==> src/rtl/spi_dac_pkg.sv <==
// Shared types and constants for the quad-DAC SPI master.
package spi_dac_pkg;
    typedef enum logic [2:0] {S_INIT, S_IDLE, S_LOAD, S_SHIFT, S_GAP} state_e;

    localparam int          FRAME_W    = 32;
    localparam logic [3:0]  CMD_WR_UPD = 4'h3;
    localparam logic [3:0]  CMD_WR     = 4'h0;
    localparam logic [31:0] DEF_SETUP  = 32'h08000001;
endpackage

==> src/rtl/spi_dac_fifo.sv <==
// Synchronous first-word-fall-through request FIFO; dout shows the head whenever !empty.
module spi_dac_fifo #(
    parameter int W     = 14,
    parameter int DEPTH = 8
) (
    input  logic         clk,
    input  logic         rst,
    input  logic         push,
    input  logic [W-1:0] din,
    input  logic         pop,
    output logic [W-1:0] dout,
    output logic         full,
    output logic         empty
);
    localparam int AW = $clog2(DEPTH);

    logic [W-1:0]  mem_q [DEPTH];
    logic [AW-1:0] wr_q, rd_q;
    logic [AW:0]   cnt_q;
    logic          do_push, do_pop;

    assign full    = (cnt_q == (AW+1)'(DEPTH));
    assign empty   = (cnt_q == '0);
    assign do_push = push && !full;
    assign do_pop  = pop && !empty;
    assign dout    = mem_q[rd_q];

    always_ff @(posedge clk) begin
        if (rst) begin
            wr_q  <= '0;
            rd_q  <= '0;
            cnt_q <= '0;
        end else begin
            if (do_push) wr_q <= wr_q + 1'b1;
            if (do_pop)  rd_q <= rd_q + 1'b1;
            cnt_q <= cnt_q + (AW+1)'(do_push) - (AW+1)'(do_pop);
        end
    end

    always_ff @(posedge clk) begin
        if (do_push) mem_q[wr_q] <= din;
    end
endmodule

==> src/rtl/spi_dac_mc.sv <==
// Multi-channel SPI master for a 12-bit quad DAC: SETUP word after reset, then queued frames.
// Optional feature macro SPI_DAC_MC_LDAC_EN: write-only frames plus a shared ldac_n update pulse.
module spi_dac_mc
    import spi_dac_pkg::*;
#(
    parameter int          DW      = 12,
    parameter int          NCH     = 4,
    parameter int          CH_W    = (NCH > 1) ? $clog2(NCH) : 1,
    parameter int          DEPTH   = 8,
    parameter int          CLK_DIV = 50,
    parameter int          CS_GAP  = 4,
    parameter logic [31:0] SETUP   = DEF_SETUP
) (
    input  logic            clk100mhz,
    input  logic            rst,
    input  logic            in_valid,
    output logic            in_ready,
    input  logic [CH_W-1:0] in_chan,
    input  logic [DW-1:0]   in_data,
    output logic            cs,
    output logic            sclk,
    output logic            mosi,
    output logic            done,
`ifdef SPI_DAC_MC_LDAC_EN
    output logic            ldac_n,
`endif
    output logic            busy
);
    localparam int PW = $clog2(2 * CLK_DIV);
    localparam int GW = (CS_GAP > 1) ? $clog2(CS_GAP) : 1;
`ifdef SPI_DAC_MC_LDAC_EN
    localparam logic [3:0] CMD = CMD_WR;
`else
    localparam logic [3:0] CMD = CMD_WR_UPD;
`endif

    state_e              state_q, state_d;
    logic [FRAME_W-1:0]  shreg_q, shreg_d;
    logic [PW-1:0]       phase_q, phase_d;
    logic [5:0]          bit_q, bit_d;
    logic [GW-1:0]       gap_q, gap_d;
    logic [CH_W+DW-1:0]  req_q, req_d;
    logic                cs_q, cs_d, sclk_q, sclk_d, mosi_q, mosi_d;
    logic                done_q, done_d, busy_q, busy_d, init_q, init_d;
    logic                fifo_push, fifo_pop, fifo_full, fifo_empty;
    logic [CH_W+DW-1:0]  fifo_dout;
    logic [CH_W-1:0]     req_chan;
    logic [19:0]         data20;
    logic [FRAME_W-1:0]  frame;

    assign in_ready  = init_q && !fifo_full;
    assign fifo_push = in_valid && in_ready;

    spi_dac_fifo #(.W(CH_W + DW), .DEPTH(DEPTH)) u_fifo (
        .clk   (clk100mhz),
        .rst   (rst),
        .push  (fifo_push),
        .din   ({in_chan, in_data}),
        .pop   (fifo_pop),
        .dout  (fifo_dout),
        .full  (fifo_full),
        .empty (fifo_empty)
    );

    assign req_chan = req_q[CH_W+DW-1:DW];
    assign data20   = 20'(req_q[DW-1:0]) << (20 - DW);
    assign frame    = {4'h0, CMD, 4'(req_chan), data20};

    always_ff @(posedge clk100mhz) begin
        if (rst) begin
            state_q <= S_INIT;
            shreg_q <= '0;
            phase_q <= '0;
            bit_q   <= '0;
            gap_q   <= '0;
            req_q   <= '0;
            cs_q    <= 1'b1;
            sclk_q  <= 1'b0;
            mosi_q  <= 1'b0;
            done_q  <= 1'b0;
            busy_q  <= 1'b0;
            init_q  <= 1'b0;
        end else begin
            state_q <= state_d;
            shreg_q <= shreg_d;
            phase_q <= phase_d;
            bit_q   <= bit_d;
            gap_q   <= gap_d;
            req_q   <= req_d;
            cs_q    <= cs_d;
            sclk_q  <= sclk_d;
            mosi_q  <= mosi_d;
            done_q  <= done_d;
            busy_q  <= busy_d;
            init_q  <= init_d;
        end
    end

    always_comb begin
        state_d  = state_q;
        shreg_d  = shreg_q;
        phase_d  = phase_q;
        bit_d    = bit_q;
        gap_d    = gap_q;
        req_d    = req_q;
        cs_d     = cs_q;
        sclk_d   = sclk_q;
        mosi_d   = mosi_q;
        init_d   = init_q;
        done_d   = 1'b0;
        fifo_pop = 1'b0;
        case (state_q)
            S_INIT: begin
                shreg_d = SETUP;
                cs_d    = 1'b0;
                mosi_d  = SETUP[31];
                phase_d = '0;
                bit_d   = '0;
                state_d = S_SHIFT;
            end
            S_IDLE: begin
                if (!fifo_empty) begin
                    fifo_pop = 1'b1;
                    req_d    = fifo_dout;
                    state_d  = S_LOAD;
                end
            end
            S_LOAD: begin
                // Out-of-range channels are consumed without touching the bus.
                if (int'(req_chan) < NCH) begin
                    shreg_d = frame;
                    cs_d    = 1'b0;
                    mosi_d  = frame[31];
                    phase_d = '0;
                    bit_d   = '0;
                    state_d = S_SHIFT;
                end else begin
                    state_d = S_IDLE;
                end
            end
            S_SHIFT: begin
                // One extra sclk-low cycle after the 32nd fall gives cs hold time.
                if (bit_q == 6'd32) begin
                    cs_d    = 1'b1;
                    mosi_d  = 1'b0;
                    gap_d   = '0;
                    done_d  = init_q;
                    state_d = S_GAP;
                end else if (phase_q == PW'(2 * CLK_DIV - 1)) begin
                    phase_d = '0;
                    sclk_d  = 1'b0;
                    shreg_d = shreg_q << 1;
                    mosi_d  = shreg_d[31];
                    bit_d   = bit_q + 6'd1;
                end else begin
                    phase_d = phase_q + 1'b1;
                    if (phase_q == PW'(CLK_DIV - 1)) sclk_d = 1'b1;
                end
            end
            S_GAP: begin
                if (gap_q == GW'(CS_GAP - 1)) begin
                    init_d  = 1'b1;
                    state_d = S_IDLE;
                end else begin
                    gap_d = gap_q + 1'b1;
                end
            end
            default: state_d = S_INIT;
        endcase
        busy_d = (state_d != S_IDLE) || !fifo_empty || fifo_push;
    end

`ifdef SPI_DAC_MC_LDAC_EN
    logic [1:0] ldac_cnt_q;

    always_ff @(posedge clk100mhz) begin
        if (rst)                      ldac_cnt_q <= '0;
        else if (done_d && fifo_empty) ldac_cnt_q <= 2'd2;
        else if (ldac_cnt_q != '0)    ldac_cnt_q <= ldac_cnt_q - 2'd1;
    end

    assign ldac_n = (ldac_cnt_q == '0);
`endif

    assign cs   = cs_q;
    assign sclk = sclk_q;
    assign mosi = mosi_q;
    assign done = done_q;
    assign busy = busy_q;
endmodule

==> config.mk <==
export PLATFORM = sky130hd
export DESIGN_NAME = spi_dac_mc
export DESIGN_NICKNAME = d
export VERILOG_FILES = /design/src/rtl/spi_dac_pkg.sv /design/src/rtl/spi_dac_fifo.sv /design/src/rtl/spi_dac_mc.sv
export SDC_FILE = /design/constraint.sdc
export NUM_CORES = 1
export LEC_CHECK = 0
export ABC_AREA = 1
export CORE_MARGIN = 4
export CORE_UTILIZATION = 35
export CTS_CLUSTER_SIZE = 8
export DETAILED_ROUTE_END_ITERATION = 16
export PLACE_DENSITY = 0.55
export SYNTH_ARGS = -nofsm -noshare
export SYNTH_HDL_FRONTEND = slang
export SYNTH_SLANG_ARGS = --single-unit
==> constraint.sdc <==
create_clock -name clk100mhz -period 2.76 [get_ports clk100mhz]
set_clock_uncertainty 0.1 [all_clocks]
set_input_delay 0.828 -clock clk100mhz [delete_from_list [all_inputs] [get_ports clk100mhz]]
set_output_delay 0.828 -clock clk100mhz [all_outputs]
set_load 0.05 [all_outputs]
==> results of run 1 <==
[kinds of logic (layout without fill, tap and decap cells)]
kind of cell | count (synthesis) | in the layout | share of synthesized area (%)
buf+inv | 92 | 120 | 4.84
compound gates | 124 | 124 | 8.32
xor+xnor | 2 | 2 | 0.220
fa+ha+maj | 14 | 14 | 2.29
simple gates | 425 | 425 | 22.4
flops | 191 | 191 | 62.0
[through the flow]
step	utilization (%)	cell area, sq um	power, mW	std cells	hold WS (ns)
2_1_floorplan	-	7980	4.31	848	0.339
3_3_place_gp	38.6	8520	4.67	1124	0.347
3_5_place_dp	38.6	8520	4.67	1124	0.346
4_1_cts	41.3	9120	7.18	1156	0.361
5_1_grt	41.3	9120	7.51	1156	0.379
6_report	41.3	9120	7.11	1156	0.356
[state kept, by name, summed over array words and instances, names as in the netlist]
register	cells
busy	1
init_q	1
u_fifo.rd_q	3
state_q	3
shreg_q	31
gap_q	2
done	1
cs	1
phase_q	7
bit_q	6
req_q	14
u_fifo.mem_q	112
mosi	1
u_fifo.wr_q	3
u_fifo.cnt_q	4
sclk	1
[cells in the final DEF, fill, tap and decap left out, types with 2 or more instances in the layout]
| master | count |
|---|---|
| nand2_1 | 173 |
| nor2_1 | 154 |
| edfxtp_1 | 112 |
| dfxtp_1 | 78 |
| nand3_1 | 68 |
| o21ai_0 | 53 |
| a21oi_1 | 52 |
| inv_1 | 42 |
| buf_4 | 21 |
| clkdlybuf4s50_1 | 20 |
| clkbuf_16 | 17 |
| a22oi_1 | 14 |
| ha_1 | 13 |
| nand4_1 | 9 |
| nor3_1 | 5 |
| nor3_2 | 4 |
| a31oi_1 | 3 |
| clkinv_4 | 3 |
| inv_6 | 3 |
| inv_8 | 3 |
| clkinvlp_4 | 3 |
| inv_2 | 2 |
| nor2_4 | 2 |
| nand2_2 | 2 |
| nand3_2 | 2 |
| nand2_4 | 2 |
| bufinv_16 | 2 |
[per-layer routing]
layer | wire length (um) | vias up | share of wire [%] | GRT usage, %
li1 | - | 2880 | - | -
met1 | 8180 | 2646 | 45 | 18.6
met2 | 8970 | 86 | 50 | 25.1
met3 | 651 | 19 | 3.6 | 3.05
met4 | 231 | 0 | 1.3 | 4.02
met5 | 0 | - | 0 | 0
[power by group]
| part | internal, mW | total, mW | switching, mW |
|---|---|---|---|
| clock network | 1.36 | 2.51 | 1.15 |
| logic | 0.415 | 1.35 | 0.935 |
| registers | 3.16 | 3.24 | 0.0886 |
[tightest hold or removal path, delay by kind of cell, from the launching register on]
family,cells,cell delay (ns)
flip-flops,1,0.32
AO/OA/AOI/OAI,1,0.06
AND/OR/NAND/NOR,1,0.04
[worst max-delay path by stage]
stage	from	end	slack [ns]	cells past startpoint
2_1_floorplan	in_valid	u_fifo.mem_q[1][0]$_DFFE_PP_	0.15	3
3_3_place_gp	in_valid	u_fifo.cnt_q[2]$_SDFF_PP0_	0.25	8
3_5_place_dp	in_valid	u_fifo.cnt_q[2]$_SDFF_PP0_	0.25	8
4_1_cts	sclk$_SDFFE_PP0P_	sclk	0.22	1
5_1_grt	sclk$_SDFFE_PP0P_	sclk	0.19	1
6_report	sclk$_SDFFE_PP0P_	sclk	0.26	1
[layout make-up]
class,count,area share (%)
sequential,191,54.2
multi-input combinational,565,29.3
clock buffer,17,4.67
timing repair buffer,43,4.20
tap,280,3.84
clock inverter,15,1.91
inverter,45,1.85
==> impl_metrics.py, run 1 <==
metrics = {
    "setup_path": {
        "worstPathCellList": "clkdlybuf4s50_1",
        "worstRegToRegCells": 11,
        "crit_arrival_ns": 1.58,
        "start_kind": "flop",
        "cp_num_buf_inv": 1,
        "crit_path_end_kind": "output port",
        "cp_slowest_cell": "clkdlybuf4s50_1",
        "crit_required_ns": 1.83,
        "critPathKind": "flop to output port",
        "crit_family": "buffers and inverters",
        "cp_slowest_stage_delay_ns": 0.81,
        "reg2reg_setup_slack_ns": 0.49,
        "critPathMaxFanout": 2,
        "r2r-start": "state_q[0]$_SDFF_PP0_",
        "crit-reg2reg-capture": "u_fifo.cnt_q[2]$_SDFF_PP0_",
    },
    "timing": {
        "slew_viol_final": 0,
        "min_period_ns": 2.50,
        "final_hold_viol_count": 0,
        "fmax_mhz": 399,
        "post-route-period-util_pct": 90.7,
        "tns_ns": 0,
        "setup_violations": 0,
        "worst_pin_slew_ns": 0.887,
        "grt_setup_unrepaired": "false",
        "worst_slack_ns": 0.256,
        "maxSlewHeadroom_pct": 40.5,
    },
    "logic_synthesis": {
        "ys_types": 32,
        "ys_seq_area_share_pct": 62.0,
        "syn_inst": 848,
        "synth_area_leader_cell": "edfxtp_1",
        "yosysWarnings": 0,
        "synthesis.area_sq_um": 7980,
        "syn_area_per_cell_sq_um": 9.41,
        "postSynthRegisterBits": 191,
        "synth_edf_count": 112,
        "synth_nets": 879,
        "synth-async-reset-ratio_pct": 0,
        "synth_common_cells": "nand2_1 (173), nor2_1 (154), edfxtp_1 (112), dfxtp_1 (79), nand3_1 (68)",
        "yosysMostFrequentCell": "nand2_1",
        "synth_ff_type": "edfxtp_1",
        "synth.top_cell.area_share_pct": 42.1,
        "ys_top_cells_by_area": "edfxtp_1 (42%), dfxtp_1 (20%), nand2_1 (8.1%)",
    },
    "global_route": {
        "grt_first_pass_wirelength_um": 29300,
        "grt_pass1_vias": 5470,
        "grt_max_degree": 59,
        "grt_usage_pct": 14.6,
        "gr-total-overflow": 0,
        "antenna_found_initial": 0,
    },
    "floorplanning": {
        "fp.dieW_um": 159,
        "die-area_sq_um": 25300,
        "io_pins": 23,
        "initial_core_util_pct": 36.1,
        "die_y_um": 159,
        "core_area_sq_um": 22100,
        "rows": 54,
    },
    "cts": {
        "cts_resized": 0,
        "h-tree-depth": 4,
        "clkSlewWorstSetupHoldPaths_ns": 0.07,
        "cts_root_buf": "clkbuf_16",
        "clk_latency_ns": 0.43,
        "cts_setup_buffers": 0,
        "hold_buffers": 0,
        "cts_tree": "yes",
        "clkSinkCount": 191,
        "cts_buffers": 17,
        "clk_path_buf_depth": 2,
    },
    "drt": {
        "firstDrtPassIters": 4,
        "vias": 5631,
        "via_per_inst": 4.87,
        "drc": 0,
        "ant_nets": 0,
        "dr.first_iter.drc_count": 439,
        "routed_wl_um": 18000,
        "wl_per_cell_um": 15.6,
    },
    "worst_hold_path": {
        "hold_depth": 2,
        "min_to": "cs$_SDFFE_PP1P_",
        "hp-class": "flop to flop",
        "hold_start": "cs$_SDFFE_PP1P_",
    },
    "status": {
        "status": "finished clean",
    },
    "placed_design": {
        "dp_hpwl_um": 11700,
        "place_congestion": 0.829,
        "post-place-ws_ns": 0.255,
        "io_buffer_count": 22,
    },
    "power": {
        "leakage_nw": 3.32,
        "ir_worst_vdd_uv": 413,
        "power_density_nw_per_um2": 779,
    },
    "final_layout": {
        "diodes": 0,
        "multi_input_area_sq_um": 2670,
        "fin_nets": 894,
        "drive_gt1_share_pct": 8.33,
        "ff_latch_area_sq_um": 4950,
        "fillCellCount": 2168,
        "syn2layout_area_growth_pct": 14.2,
    },
    "job": {
        "drv_cap": 0,
    },
}
No activity file was read; power rests on OpenSTA's default activity.
==> inputs of run 2 (changes only) <==
--- a/config.mk
+++ b/config.mk
@@ -11,6 +11,7 @@
 export CTS_CLUSTER_SIZE = 8
 export DETAILED_ROUTE_END_ITERATION = 16
 export PLACE_DENSITY = 0.55
+export SETUP_SLACK_MARGIN = 0.3
 export SYNTH_ARGS = -nofsm -noshare
 export SYNTH_HDL_FRONTEND = slang
 export SYNTH_SLANG_ARGS = --single-unit
==> constraint.sdc (replaced) <==
create_clock -name clk100mhz -period 2.76 [get_ports clk100mhz]
set_clock_uncertainty 0.1 [all_clocks]
set_input_delay 0.828 -clock clk100mhz [delete_from_list [all_inputs] [get_ports clk100mhz]]
set_output_delay 0.828 -clock clk100mhz [all_outputs]
set_load 0.005 [all_outputs]
==> run 2 against run 1 <==
Final cell count unchanged. Non-clock buffer count unchanged. Maximum frequency increased by 8.9%. Worst setup slack improved by 0.20 ns. Largest cell class unchanged. Utilization decreased by 0.14 points. Die area unchanged. Critical path depth increased by 3. First-iteration DRC count decreased by 22%. Wire length decreased by 1.3%. Clock-buffer cell count increased by 3. Clock power decreased by 5%.
==> impl_metrics.py, run 2 (synthesis gave the netlist of run 1 again) <==
metrics = {
    "status": {
        "status": "finished clean",
    },
    "setup_path": {
        "crit_family": "flip-flops",
        "crit_arrival_ns": 1.37,
        "critPathMaxFanout": 3,
        "crit_path_end_kind": "output port",
        "crit-reg2reg-capture": "u_fifo.cnt_q[2]$_SDFF_PP0_",
        "crit_required_ns": 1.83,
        "worstRegToRegCells": 11,
        "r2r-start": "state_q[0]$_SDFF_PP0_",
        "critPathKind": "flop to output port",
        "cp_slowest_stage_delay_ns": 0.31,
        "cp_num_buf_inv": 2,
        "cp_slowest_cell": "dfxtp_1",
        "worstPathCellList": "inv_1 -> ha_1 -> a31oi_1 -> dlygate4sd2_1",
        "reg2reg_setup_slack_ns": 0.58,
        "start_kind": "flop",
    },
    "timing": {
        "tns_ns": 0,
        "worst_pin_slew_ns": 0.850,
        "slew_viol_final": 0,
        "grt_setup_unrepaired": "false",
        "final_hold_viol_count": 0,
        "maxSlewHeadroom_pct": 43.0,
        "fmax_mhz": 435,
        "min_period_ns": 2.30,
        "post-route-period-util_pct": 83.3,
        "setup_violations": 0,
    },
    "final_layout": {
        "syn2layout_area_growth_pct": 13.8,
        "drive_gt1_share_pct": 7.99,
        "top_regs": "u_fifo.mem_q x112, shreg_q x31, req_q x14",
        "final_cell_mix": "nand2_1 (173), nor2_1 (154), edfxtp_1 (112)",
        "largest_reg_flops": 112,
        "fin_area_sq_um": 9090,
        "diodes": 0,
        "final_common_cell": "nand2_1",
        "regMostFlops": "u_fifo.mem_q",
        "fin_nets": 894,
        "fin_util_pct": 41.1,
    },
    "floorplanning": {
        "rows": 54,
        "fp.dieW_um": 159,
        "die-area_sq_um": 25300,
        "core_area_sq_um": 22100,
        "initial_core_util_pct": 36.1,
        "io_pins": 23,
        "die_y_um": 159,
    },
    "global_route": {
        "grt_pass1_vias": 5428,
        "gr-total-overflow": 0,
        "grt_max_degree": 59,
        "grt_usage_pct": 14.2,
        "grt_first_pass_wirelength_um": 28900,
        "antenna_found_initial": 0,
    },
    "drt": {
        "firstDrtPassIters": 5,
        "via_per_inst": 4.89,
        "drc": 0,
        "wl_per_cell_um": 15.4,
        "dr.first_iter.drc_count": 341,
        "vias": 5656,
        "ant_nets": 0,
        "routed_wl_um": 17800,
    },
    "worst_hold_path": {
        "hp-class": "flop to flop",
        "hold_start": "shreg_q[0]$_SDFFE_PP0P_",
        "min_to": "shreg_q[1]$_SDFFE_PP0P_",
        "hold_depth": 2,
    },
    "power": {
        "ir_worst_vdd_uv": 540,
        "power_density_nw_per_um2": 766,
        "leakage_nw": 3.30,
        "p_total_mw": 6.96,
    },
    "cts": {
        "cts_setup_buffers": 0,
        "hold_buffers": 0,
        "clk_latency_ns": 0.43,
        "cts_root_buf": "clkbuf_16",
        "clkSlewWorstSetupHoldPaths_ns": 0.07,
        "h-tree-depth": 4,
        "cts_tree": "yes",
        "clk_path_buf_depth": 2,
        "cts_buffers": 17,
        "clkSinkCount": 191,
    },
    "job": {
        "drv_cap": 0,
    },
    "placed_design": {
        "io_buffer_count": 22,
        "place_congestion": 0.781,
        "dp_hpwl_um": 11700,
        "place_area_sq_um": 8520,
    },
}
-- run 2: cell types whose count changed in the layout (fill, tap and decap cells not counted), sizes merged --
cell	change
inv	+1
buf	-1
clkbuf	+3
dlygate4sd2	+1
bufinv	-1
clkinv	-3
-- run 2: worst max-delay path by stage --
| stage | from | endpoint | depth (start not counted) |
|---|---|---|---|
| 6_report | u_fifo.cnt_q[2]$_SDFF_PP0_ | in_ready | 4 |
| 5_1_grt | u_fifo.cnt_q[2]$_SDFF_PP0_ | in_ready | 4 |
| 4_1_cts | u_fifo.cnt_q[2]$_SDFF_PP0_ | in_ready | 4 |
| 3_5_place_dp | in_valid | u_fifo.mem_q[2][12]$_DFFE_PP_ | 6 |
| 3_3_place_gp | in_valid | u_fifo.cnt_q[2]$_SDFF_PP0_ | 8 |
| 2_1_floorplan | in_valid | u_fifo.mem_q[1][0]$_DFFE_PP_ | 3 |
-- run 2: final cells by class --
cell class	instances	area [sq um]
clock inverter	12	125
clock buffer	20	437
inverter	45	169
fill	2204	13000
timing repair buffer	43	384
multi-input combinational	565	2680
tap	280	350
sequential	191	4950
-- run 2: what timing repair did --
item,in CTS,in global routing
gates cloned,0,0
resized for setup,1,1
endpoints found under the setup margin,1,2
pin swaps,0,1
-- run 2: report_power, final --
part           switching (mW)  leakage, nW  internal [mW]
clock network            1.11        0.265           1.27
registers              0.0898         1.65           3.16
logic                   0.906         1.39          0.426
total                    2.10         3.30           4.85
-- run 2: worst reg2reg max path, stage by stage (launching register included) --
cell and delay (ns):
dfxtp_1 0.41, inv_1 0.12, nor3_2 0.20, nand2_1 0.12
inv_2 0.08, ha_1 0.22, inv_1 0.06, ha_1 0.16
inv_1 0.05, fa_1 0.37, xor2_1 0.14, nor2_1 0.05
-- run 2: per-layer routing --
layer,global-route usage (%),wire (um)
met2,24.4,8840
met1,18.3,8150
met4,3.55,191
met3,3.13,619
met5,0,0
-- run 2: through the flow --
stage	cells	worst slack [ns]	hold slack (ns)
6_report	1156	0.460	0.357
4_1_cts	1156	0.402	0.363
3_3_place_gp	1124	0.240	0.348
3_5_place_dp	1124	0.254	0.352
2_1_floorplan	848	0.149	0.339
5_1_grt	1156	0.301	0.378
==> inputs of run 3 (changes only) <==
--- a/config.mk
+++ b/config.mk
@@ -10,7 +10,7 @@
 export CORE_UTILIZATION = 35
 export CTS_CLUSTER_SIZE = 8
 export DETAILED_ROUTE_END_ITERATION = 16
-export PLACE_DENSITY = 0.55
+export PLACE_DENSITY = 0.57
 export SETUP_SLACK_MARGIN = 0.3
 export SYNTH_ARGS = -nofsm -noshare
 export SYNTH_HDL_FRONTEND = slang
==> constraint.sdc (replaced) <==
create_clock -name clk100mhz -period 1.9 [get_ports clk100mhz]
set_clock_uncertainty 0.1 [all_clocks]
set_input_delay 0.57 -clock clk100mhz [delete_from_list [all_inputs] [get_ports clk100mhz]]
set_output_delay 0.57 -clock clk100mhz [all_outputs]
set_load 0.005 [all_outputs]
==> run 3 against run 2 <==
Clock-buffer cell count increased by 1. Register-to-register slack worse by 0.64 ns. Critical endpoint is now u_fifo.cnt_q[1]$_SDFF_PP0_. Sequential share of layout area shrank 7.1 points. Non-clock buffer count rose by 60. First-iteration DRC count up 27%. Design area rose by 15%. Sequential cell count unchanged. Sequential power rose by 46%. Largest power group unchanged. Hold slack better by 0.0059 ns. Final cell count up 5.2%. The flow now finishes with violations (negative setup slack). Combinational power rose to 2.5 times the previous value.
==> impl_metrics.py, run 3 (synthesis gave the netlist of run 1 again) <==
metrics = {
    "drt": {
        "vias": 6058,
        "wl_per_cell_um": 15.8,
        "ant_nets": 0,
        "via_per_inst": 4.98,
        "routed_wl_um": 19200,
        "dr.first_iter.drc_count": 432,
        "drc": 0,
        "firstDrtPassIters": 5,
    },
    "cts": {
        "cts_root_buf": "clkbuf_16",
        "cts_buffers": 17,
        "clk_path_buf_depth": 2,
        "cts_tree": "yes",
        "clkSinkCount": 191,
        "h-tree-depth": 4,
        "clk_latency_ns": 0.43,
        "clkSlewWorstSetupHoldPaths_ns": 0.07,
    },
    "setup_path": {
        "cp_slowest_cell": "fa_2",
        "cp_slowest_stage_delay_ns": 0.52,
        "worstPathCellList": "inv_4 -> ha_4 -> nand3_2 -> nand2_2 -> inv_2 -> ha_4 -> inv_2 -> ha_4 -> inv_2 -> fa_2 -> nor2_2",
        "worstRegToRegCells": 11,
        "crit_arrival_ns": 2.15,
        "start_kind": "flop",
        "critPathKind": "flop to flop",
        "crit_path_end_kind": "flop",
        "crit_required_ns": 2.10,
        "critPathMaxFanout": 3,
        "reg2reg_setup_slack_ns": -0.06,
        "r2r-start": "u_fifo.cnt_q[2]$_SDFF_PP0_",
        "crit-reg2reg-capture": "u_fifo.cnt_q[1]$_SDFF_PP0_",
    },
    "timing": {
        "worst_slack_ns": -0.0575,
        "slew_viol_final": 0,
        "final_hold_viol_count": 0,
        "worst_pin_slew_ns": 0.639,
        "fmax_mhz": 511,
        "maxSlewHeadroom_pct": 57.4,
        "post-route-period-util_pct": 103,
        "hold_ws_ns": 0.363,
        "min_period_ns": 1.96,
        "grt_setup_unrepaired": "true",
        "tns_ns": -0.102,
        "setup_violations": 2,
    },
    "global_route": {
        "grt_usage_pct": 14.2,
        "antenna_found_initial": 0,
        "gr-total-overflow": 0,
        "grt_pass1_vias": 5633,
        "grt_first_pass_wirelength_um": 29100,
        "grt_max_degree": 58,
    },
    "floorplanning": {
        "io_pins": 23,
        "die-area_sq_um": 25300,
        "initial_core_util_pct": 36.1,
        "rows": 54,
        "fp.dieW_um": 159,
        "core_area_sq_um": 22100,
        "die_y_um": 159,
    },
    "worst_hold_path": {
        "hold_start": "gap_q[1]$_SDFFE_PP0P_",
        "hold_depth": 2,
        "hp-class": "flop to flop",
        "min_to": "gap_q[1]$_SDFFE_PP0P_",
    },
    "final_layout": {
        "final_cell_mix": "nor2_1 (140), nand2_1 (129), edfxtp_1 (112)",
        "regMostFlops": "u_fifo.mem_q",
        "final_common_cell": "nor2_1",
        "top_regs": "u_fifo.mem_q x112, shreg_q x31, req_q x14",
        "largest_reg_flops": 112,
        "diodes": 0,
        "syn2layout_area_growth_pct": 31.4,
        "fin_nets": 954,
        "instances_no_fill": 1216,
        "fin_area_sq_um": 10500,
        "fin_util_pct": 47.5,
        "drive_gt1_share_pct": 26.3,
    },
    "status": {
        "violations": "negative setup slack",
        "status": "finished, violations left",
    },
    "placed_design": {
        "dp_hpwl_um": 10700,
        "place_congestion": 0.801,
        "io_buffer_count": 22,
        "place_area_sq_um": 8890,
        "dpl.cell_count": 1143,
    },
    "power": {
        "leakage_nw": 3.95,
        "ir_worst_vdd_uv": 516,
        "power_density_nw_per_um2": 1090,
    },
    "job": {
        "drv_cap": 0,
    },
}
-- run 3: per-stage QoR --
stage | power, mW | worst slack (ns)
after floorplan | 6.29 | -0.132
after global placement | 6.98 | -0.358
after detailed placement | 7.00 | -0.362
after CTS | 11.0 | -0.0512
after global routing | 12.0 | -0.125
final | 11.4 | -0.0575
-- run 3: area by class of cell --
cell class / instances / area [sq um]
inverters: 45 / 175
multi-input cells: 565 / 3190
repair buffers: 103 / 1250
flip-flops and latches: 191 / 4960
well taps: 280 / 350
clock inverters: 11 / 100
clock buffers: 21 / 450
fillers: 1975 / 11600
-- run 3: repair_timing --
item,in CTS,in global routing
setup endpoints to repair,168,172
cloned,7,5
gates resized for setup,119,70
pin swaps,23,10
hold buffers,0,0
buffers inserted,18,11
hold endpoints to repair,0,0
-- run 3: how the worst max path moves through the flow --
stage	startpoint	to	slack, ns	depth (start not counted)
after floorplan	u_fifo.cnt_q[2]$_SDFF_PP0_	u_fifo.cnt_q[1]$_SDFF_PP0_	-0.13	12
after global placement	in_valid	u_fifo.cnt_q[1]$_SDFF_PP0_	-0.36	7
after detailed placement	in_valid	u_fifo.cnt_q[1]$_SDFF_PP0_	-0.36	7
after CTS	u_fifo.cnt_q[2]$_SDFF_PP0_	in_ready	-0.05	4
after global routing	u_fifo.cnt_q[2]$_SDFF_PP0_	u_fifo.cnt_q[1]$_SDFF_PP0_	-0.12	11
final	u_fifo.cnt_q[2]$_SDFF_PP0_	u_fifo.cnt_q[1]$_SDFF_PP0_	-0.06	11
-- run 3: routing by layer --
| metal | wire length [um] | part of all wire (%) | vias to the layer above | GRT usage [%] |
|---|---|---|---|---|
| met5 | 0 | 0 | - | 0 |
| met4 | 284 | 1.5 | 0 | 4.81 |
| met3 | 652 | 3.4 | 23 | 2.77 |
| met2 | 9630 | 50 | 96 | 23.3 |
| met1 | 8680 | 45 | 2929 | 19.1 |
| li1 | - | - | 3010 | - |
-- run 3: worst max-delay path, delay by kind of cell (launching register included) --
family                     cells  cell delay (ns)
adders and majority gates      4             0.97
DFF                            1             0.35
and+or+nand+nor                3             0.18
buffers and inverters          4             0.22
-- run 3: report_power, final --
group / internal (mW) / switching [mW] / leakage (nW) / total, mW
combinational: 1.52 / 1.83 / 2.04 / 3.35
clock: 1.75 / 1.59 / 0.260 / 3.34
sequential: 4.59 / 0.147 / 1.65 / 4.74
total: 7.86 / 3.56 / 3.95 / 11.4
